<file path="src/rtl/zbin_ht_arbiter.sv">
// zbin_ht_arbiter: collects per-z-bin HT/jet counts, scans for the max-HT bin
// and streams that bin's jets out with valid/last framing.
module zbin_ht_arbiter #(
    parameter int NZ     = 8,
    parameter int HT_W   = 9,
    parameter int NUM_W  = 8,
    parameter int JET_W  = 32,
    parameter int ADDR_W = 8,
    parameter int ZSEL_W = 4
) (
    input  logic                clk,
    input  logic                reset,
    input  logic                start,
    input  logic [NZ-1:0]       zbin_done,
    input  logic [NZ*HT_W-1:0]  ht_in,
    input  logic [NZ*NUM_W-1:0] num_in,
    input  logic [NZ*JET_W-1:0] jet_in,
    input  logic                rd_req,
    output logic [ADDR_W-1:0]   jet_addr,
    output logic [JET_W-1:0]    jet_out,
    output logic                jet_valid,
    output logic                jet_last,
    output logic [HT_W-1:0]     ht_max,
    output logic [NUM_W-1:0]    n_max,
    output logic [ZSEL_W-1:0]   z_max,
    output logic                sel_valid,
    output logic                busy,
    output logic                abort
);
    localparam int IW = ZSEL_W + 1;

    typedef enum logic [2:0] {IDLE, COLLECT, SCAN, READY, READ, DRAIN} state_t;

    state_t            state, state_nxt;
    logic [NZ-1:0]     done_reg;
    logic [HT_W-1:0]   ht_reg [NZ];
    logic [NUM_W-1:0]  num_reg [NZ];
    logic [IW-1:0]     idx;
    logic [HT_W-1:0]   best_ht, cur_ht;
    logic [ZSEL_W-1:0] best_sel;
    logic [NUM_W-1:0]  best_num, cnt;
    logic [JET_W-1:0]  sel_jet;
    logic              v1, v2, l1, l2, restart, last_addr;

    assign busy      = state != IDLE;
    assign restart   = start && state != IDLE;
    assign last_addr = cnt == n_max - NUM_W'(1);

    always_comb begin
        cur_ht   = '0;
        best_num = '0;
        sel_jet  = '0;
        for (int i = 0; i < NZ; i++) begin
            if (idx == IW'(i)) cur_ht = ht_reg[i];
            if (best_sel == ZSEL_W'(i)) best_num = num_reg[i];
            if (z_max == ZSEL_W'(i)) sel_jet = jet_in[i*JET_W +: JET_W];
        end
    end

    always_comb begin
        state_nxt = state;
        if (restart) state_nxt = COLLECT;
        else case (state)
            IDLE:    state_nxt = start ? COLLECT : IDLE;
            COLLECT: state_nxt = &done_reg ? SCAN : COLLECT;
            SCAN:    state_nxt = idx == IW'(NZ) ? READY : SCAN;
            READY:   state_nxt = !rd_req ? READY : (n_max == '0 ? IDLE : READ);
            READ:    state_nxt = last_addr ? DRAIN : READ;
            DRAIN:   state_nxt = (v1 || v2) ? DRAIN : IDLE;
            default: state_nxt = IDLE;
        endcase
    end

    // One extra SCAN cycle at idx==NZ registers the winner, giving NZ+2 edges
    // from the last done sample to sel_valid.
    always_ff @(posedge clk) begin
        if (reset) begin
            state     <= IDLE;
            done_reg  <= '0;
            for (int i = 0; i < NZ; i++) begin
                ht_reg[i]  <= '0;
                num_reg[i] <= '0;
            end
            idx       <= '0;
            best_ht   <= '0;
            best_sel  <= '0;
            cnt       <= '0;
            v1        <= 1'b0;
            v2        <= 1'b0;
            l1        <= 1'b0;
            l2        <= 1'b0;
            jet_addr  <= '0;
            jet_out   <= '0;
            jet_valid <= 1'b0;
            jet_last  <= 1'b0;
            ht_max    <= '0;
            n_max     <= '0;
            z_max     <= '0;
            sel_valid <= 1'b0;
            abort     <= 1'b0;
        end else begin
            state     <= state_nxt;
            abort     <= restart;
            v1        <= state == READ && !restart;
            l1        <= state == READ && !restart && last_addr;
            v2        <= v1 && !restart;
            l2        <= l1 && !restart;
            jet_valid <= v2 && !restart;
            jet_last  <= l2 && !restart;
            if (v2) jet_out <= sel_jet;
            if (start) begin
                done_reg  <= '0;
                sel_valid <= 1'b0;
                idx       <= '0;
            end else case (state)
                COLLECT: begin
                    idx <= '0;
                    for (int i = 0; i < NZ; i++) begin
                        if (zbin_done[i] && !done_reg[i]) begin
                            ht_reg[i]   <= ht_in[i*HT_W +: HT_W];
                            num_reg[i]  <= num_in[i*NUM_W +: NUM_W];
                            done_reg[i] <= 1'b1;
                        end
                    end
                end
                SCAN: begin
                    if (idx == IW'(NZ)) begin
                        ht_max    <= best_ht;
                        n_max     <= best_num;
                        z_max     <= best_sel;
                        sel_valid <= 1'b1;
                    end else begin
                        if (idx == '0 || cur_ht > best_ht) begin
                            best_ht  <= cur_ht;
                            best_sel <= ZSEL_W'(idx);
                        end
                        idx <= idx + IW'(1);
                    end
                end
                READY: begin
                    if (rd_req) begin
                        cnt <= '0;
                        if (n_max == '0) sel_valid <= 1'b0;
                    end
                end
                READ: begin
                    jet_addr <= ADDR_W'(cnt);
                    cnt      <= cnt + NUM_W'(1);
                end
                DRAIN: begin
                    if (!v1 && !v2) sel_valid <= 1'b0;
                end
                default: ;
            endcase
        end
    end
endmodule

</file>
<file path="config.mk">
export PLATFORM = sky130hd
export DESIGN_NAME = zbin_ht_arbiter
export DESIGN_NICKNAME = d
export VERILOG_FILES = /design/src/rtl/zbin_ht_arbiter.sv
export SDC_FILE = /design/constraint.sdc
export NUM_CORES = 1
export LEC_CHECK = 0
export BUFFER_PORTS_ARGS = -buffer_cell sky130_fd_sc_hd__buf_2
export CAP_MARGIN = 0
export CELL_PAD_IN_SITES_DETAIL_PLACEMENT = 1
export CELL_PAD_IN_SITES_GLOBAL_PLACEMENT = 1
export CORE_UTILIZATION = 35
export CTS_CLUSTER_SIZE = 20
export DETAILED_ROUTE_END_ITERATION = 16
export PLACE_DENSITY = 0.73
export SLEW_MARGIN = 15
export SYNTH_ARGS = -nofsm -noshare
export SYNTH_HDL_FRONTEND = slang
export SYNTH_SLANG_ARGS = --single-unit
export TNS_END_PERCENT = 50
</file>
<file path="constraint.sdc">
create_clock -name clk -period 7.7 [get_ports clk]
set_clock_uncertainty 0.1 [all_clocks]
set_input_delay 0 -clock clk [delete_from_list [all_inputs] [get_ports clk]]
set_output_delay 0 -clock clk [all_outputs]
set_load 0.02 [all_outputs]
</file>
**Word-level counts from Yosys, hierarchy flattened**

Memories as Yosys holds them, arrays and structs flattened.
Index checks and enable logic that the tools add are counted.

- Register bits after elaboration: 106
- Memory bits (writable): 136
- Input bits: 404
- Output and inout port bits: 66
- Memories: 2

Memory list:

| name | words | bits a word | rd ports | clocked after memory_dff | wr ports | RTL line | RTL |
|---|---|---|---|---|---|---|---|
| ht_reg | 8 | 9 | 8 | 0 | 8 | 36 | `logic [HT_W-1:0] ht_reg [NZ];` |
| num_reg | 8 | 8 | 8 | 0 | 8 | 37 | `logic [NUM_W-1:0] num_reg [NZ];` |

- Add/subtract/negate cells: 3
- $lt $le $gt $ge: 1
- Equal/unequal tests: 33
- Multiplexer cells: 100
- Bitwise operators: 18
- Reductions and logical operators: 55

Operator list:

| operator | count |
|---|---|
| 2-to-1 mux 32 bit | 8 |
| 2-to-1 mux 9 bit | 16 |
| 2-to-1 mux 8 bit | 17 |
| 2-to-1 mux 1 bit | 50 |
| == test 4 x 3 -> 1 bit, second input constant | 8 |
| == test 5 x 3 -> 1 bit, second input constant | 4 |
| AND reduction 2 bit | 10 |
| one-hot mux 3 bit (6 select lines) | 1 |
| == test 4 x 2 -> 1 bit, second input constant | 4 |
| logical AND 1 bit | 16 |
| OR 1 bit | 16 |
| one-hot mux 8 bit (2 select lines) | 1 |
| logical NOT 1 bit | 11 |
| == test 5 x 2 -> 1 bit, second input constant | 2 |
| != test 2 bit, second input constant | 5 |
| one-hot mux 5 bit (2 select lines) | 1 |
| > comparator 9 bit | 1 |
| 2-to-1 mux 3 bit | 3 |
| adder 8 x 1 -> 8 bit, second input constant | 1 |
| == test 4 x 1 -> 1 bit, second input constant | 2 |
| == test 8 bit | 1 |
| logical NOT 4 bit | 2 |
| logical NOT 8 bit | 1 |
| AND reduction 8 bit | 1 |
| 20 further kinds | 28 |

**Logic depth before layout (Yosys ltp)**

- Word-level depth: 12
- Depth in mapped cells: 15

**Worst setup path after synthesis**

Ideal clock, no wire load.

- Path type: register to register
- Start point: reg idx[0]
- End point: reg best_sel[0]
- Setup time: 128 ps
- Arrival: 3246 ps
- Slack: 4227 ps
- Cell stages (with the launch flop): 15
- Buffers on the path: 2
- Period minus slack after synthesis: 3473 ps
- Cells stage by stage: dfxtp_1 inv_1 ha_1 nor2b_1 buf_2 a221oi_1 or3_1 a21oi_1 ha_1 a22o_1 o41ai_1 a2111oi_4 buf_6 mux2i_1 nor2_1

- Cells in the longest elaborated chain, start to end: 12
- Elaborated cells on any way between the ends: 21
- Classes of those cells: 1 x order compare; 8 x eq/ne; 8 x mux; 1 x bitwise; 3 x reduce/logical

Ends and longest elaborated chain:

| what | RTL line | RTL |
|---|---|---|
| from (decl) | 38 | `logic [IW-1:0] idx;` |
| from (signal assigned) | 137 | `idx <= idx + IW'(1);` |
| logical NOT 5 bit | 54 | `if (idx == IW'(i)) cur_ht = ht_reg[i];` |
| 2-to-1 mux 9 bit (7 in series) | 54 |  |
| 2-to-1 mux 9 bit * | 54 |  |
| named net cur_ht[4] | 39 | `logic [HT_W-1:0] best_ht, cur_ht;` |
| > comparator 9 bit * | 133 | `if (idx == '0 \|\| cur_ht > best_ht) begin` |
| logical OR 1 bit * | 133 |  |
| AND reduction 4 bit (no source line) * | -- |  |
| to (signal assigned) | 135 | `best_sel <= ZSEL_W'(idx);` |
| to (decl) | 40 | `logic [ZSEL_W-1:0] best_sel;` |

The timed path passes the listed nets; every way through them passes the cells marked *.
A chain may end at the register's enable or synchronous reset.

**Worst setup path in the final report**

- Start point: reg idx[1]
- End point: reg best_ht[0]

- Cells in the longest elaborated chain, start to end: 12
- Elaborated cells on any way between the ends: 21
- Classes of those cells: 1 x order compare; 8 x eq/ne; 8 x mux; 1 x bitwise; 3 x reduce/logical

Ends and longest elaborated chain:

| what | RTL line | RTL |
|---|---|---|
| logical NOT 5 bit | 54 |  |
| 2-to-1 mux 9 bit (7 in series) | 54 |  |
| 2-to-1 mux 9 bit * | 54 |  |
| named net cur_ht[1] | 39 |  |
| > comparator 9 bit * | 133 |  |
| logical OR 1 bit * | 133 |  |
| AND reduction 4 bit (no source line) * | -- |  |
| to (signal assigned) | 134 | `best_ht <= cur_ht;` |
| to (decl) | 39 |  |

Marks and branches as above.

==> flow_summary.toml <==
[timing]
hold_slack_ns = 0.157
tightest_slew_ns = 1.18
period_needed_ns = 5.07
layout_setup_ws_ns = 2.63
clock.fmax_ghz = 0.197
fin_setup_tns_ns = 0
slew_headroom_pct = 21.1
final_hold_viol_count = 0
rsz0062_at_grt = "false"
final.period_utilization_pct = 65.8
drv_slew = 0
final-setup-viol-count = 0

[cts]
htreeDepth = 1
cts_resized = 0
cts.sinks = 242
ctsRootBufferMaster = "clkbuf_16"
path_clk_slew_ns = 0.07
cts_buffer_depth = 3
postCtsSetupRepairBufs = 0
cts_tree = "yes"
numCtsBuffers = 28
clk_latency_ns = 0.56
postCtsHoldBufs = 239

[placement]
gp_congestion = 0.889
place_area_mm2 = 0.0154
dpl.cell_count = 2179
port_buffers = 469
pre_cts_slack_ns = 2.76
hpwl_um = 41700

[synth]
synthArstFlopShare_pct = 0
ys_ff_latch = 242
synth_edf_count = 136
synthXorXnorAreaFrac_pct = 0.899
synthFlopType = "edfxtp_1"
yosys.area_share.simple_pct = 22.4
synth_area_mm2 = 0.0127
yosys_warnings = 0
synth_compound_gate_area_share_pct = 14.9
syn_avg_cell_area_um2 = 9.57
synthDistinctLibCells = 66
syn_inst = 1324
synth.yosys.seq_area_share_pct = 49.0
yosys.area_share.adder_pct = 1.56
synth_nets = 1743
muxShareOfSynthArea_pct = 7.29
synth_top_family_by_area = "simple AND/OR/NAND/NOR gates"

[worst_hold_path]
min_to = "num_reg[0][11]"
hold_path_class = "input port to register"
hold_start = "num_in[11]"
hold_depth = 3

[worst_setup_path]
slowest_stage = "a2111oi_4"
cpMostUsedCell = "ha_1"
path_cells = "inv_1, ha_1, nor2b_1, a221o_1, a22oi_1, a221oi_1, ha_1, nand2b_1, a21oi_1, o41ai_1, a2111oi_4, mux2_1, nor2_1"
startpoint_type = "register"
crit_type = "register to register"
endpoint_kind = "register"
worst_path_largest_cell_delay_ns = 1.03
cp_num_buf_inv = 1
cp_max_fo = 23
cp.required_ns = 8.08
arrival_ns = 5.44
rr_startpoint = "idx[1]"
r2r-end = "best_ht[0]"
r2r_setup_slack_ns = 2.63
critical-path-top-delay-family = "compound AO/OA/AOI/OAI gates"
ff2ff_path_depth = 13

[drt]
drcViolationCount = 0
vias = 13471
wl_per_cell_um = 24.8
wirelength_um = 61600
detail-route-antenna-nets = 0
drtPass1Iterations = 5
avgViaCountPerCell = 5.43
drt_iter0_drc = 872

[floorplan]
top_level_ports = 470
initial_core_util_pct = 35.6
row_count = 69
fp.dieH_um = 192
core_area_mm2 = 0.0356
die-area_mm2 = 0.0370
fp.dieW_um = 192

[final_layout]
area_delta_synth_final_pct = 48.3
final_area_mm2 = 0.0188
layout_common_cells = "buf_2 (468), dlygate4sd3_1 (239), edfxtp_1 (136)"
register_area_mm2 = 0.00621
largest_reg_flops = 72
fillers = 4137
multiInputGateArea_mm2 = 0.00601
layoutNonFillerInstCount = 2481
drive_above_1_share_pct = 27.8
layout_commonest_cell = "buf_2"
nets = 2406

[global_route]
grt_max_degree = 77
grt_pass1_wl_um = 88400
grt_antenna_before_repair = 12
grt_usage_pct = 32.2
overflow = 0
grt_pass1_vias = 14205

[power]
powerDensity_mw_per_mm2 = 169
leakagePower_nw = 7.69
ir_drop_mv = 0.125

[run]
maxCapViolCount = 0

[run_status]
status = "finished clean"
-- cell usage after synthesis (all sizes together), types with 2 or more instances --
library cell / number / share of area [%]
edfxtp: 136 / 32
nor2: 113 / 3.3
and2: 112 / 5.5
nand2: 110 / 3.3
dfxtp: 106 / 17
o22ai: 92 / 4.5
mux2i: 81 / 6.4
clkbuf: 75 / 2.2
a21oi: 64 / 2.5
o21ai: 49 / 1.9
nand3: 46 / 1.8
nor2b: 46 / 2.3
nand2b: 40 / 2.0
inv: 29 / 0.86
a221oi: 23 / 1.6
nor3: 22 / 0.87
buf: 21 / 0.84
ha: 15 / 1.5
a221o: 11 / 0.87
nor4: 11 / 0.54
o41ai: 9 / 0.62
or3: 9 / 0.44
xnor2: 9 / 0.62
mux2: 8 / 0.71
nor3b: 7 / 0.45
nand3b: 6 / 0.36
nand4: 6 / 0.30
a211oi: 5 / 0.30
a22oi: 5 / 0.30
and3: 5 / 0.25
or2: 5 / 0.25
a22o: 4 / 0.28
a32oi: 4 / 0.28
o211ai: 4 / 0.24
o2bb2ai: 4 / 0.28
xor2: 4 / 0.28
a2111oi: 3 / 0.36
or3b: 3 / 0.21
a311oi: 2 / 0.14
a31o: 2 / 0.14
o21a: 2 / 0.12
-- where the power goes --
group / total [mW] / internal (mW) / switching, mW
Sequential: 1.44 / 1.41 / 0.0244
Clock: 1.39 / 0.818 / 0.571
Combinational: 0.354 / 0.191 / 0.163
Total: 3.18 / 2.42 / 0.758
-- through the flow --
step	power (mW)	util, %
after floorplan	1.54	-
after global placement	1.71	43.3
after detailed placement	1.72	43.3
after CTS	3.16	52.7
after global routing	3.26	52.8
final	3.18	52.8
-- layer usage --
layer	up-vias	track usage [%]	share of wire, %
met5	-	0	0
met4	0	17.8	5.1
met3	163	6.12	7.2
met2	623	56.8	50
met1	6551	36.3	37
li1	6134	-	-
-- worst max-delay path by stage --
stage               cells past startpoint  slack, ns    from     endpoint
global placement                       13       2.82  idx[1]   best_ht[0]
detailed placement                     13       2.76  idx[1]   best_ht[0]
finish                                 13       2.63  idx[1]   best_ht[0]
floorplan                              14       4.23  idx[0]  best_sel[0]
CTS                                    13       2.73  idx[1]   best_ht[0]
global route                           13       2.22  idx[1]   best_ht[0]
-- tightest hold or removal path, stage by stage --
cell and delay [ns]:
dlygate4sd3_1 0.52, buf_2 0.09, and2_1 0.10
-- kinds of logic (layout without fill, tap and decap cells) --
kind of cell             count (synthesis)  in the layout
AND/OR/NAND/NOR                        549            549
AO/OA/AOI/OAI                          289            289
flip-flops                             242            242
buffers and inverters                  125            809
multiplexers                            90             90
adder cells (fa/ha/maj)                 16             16
XOR/XNOR                                13             13
other                                    0             12
-- area by class of cell --
type / count / share of cell area (%)
Sequential cell: 242 / 33.1
Multi-Input combinational cell: 957 / 32.0
Timing Repair Buffer: 729 / 26.1
Clock buffer: 36 / 4.16
Tap cell: 461 / 3.07
Clock inverter: 15 / 0.879
Inverter: 29 / 0.579
Antenna cell: 12 / 0.160
Note: power is estimated with default switching activity, not from simulation.
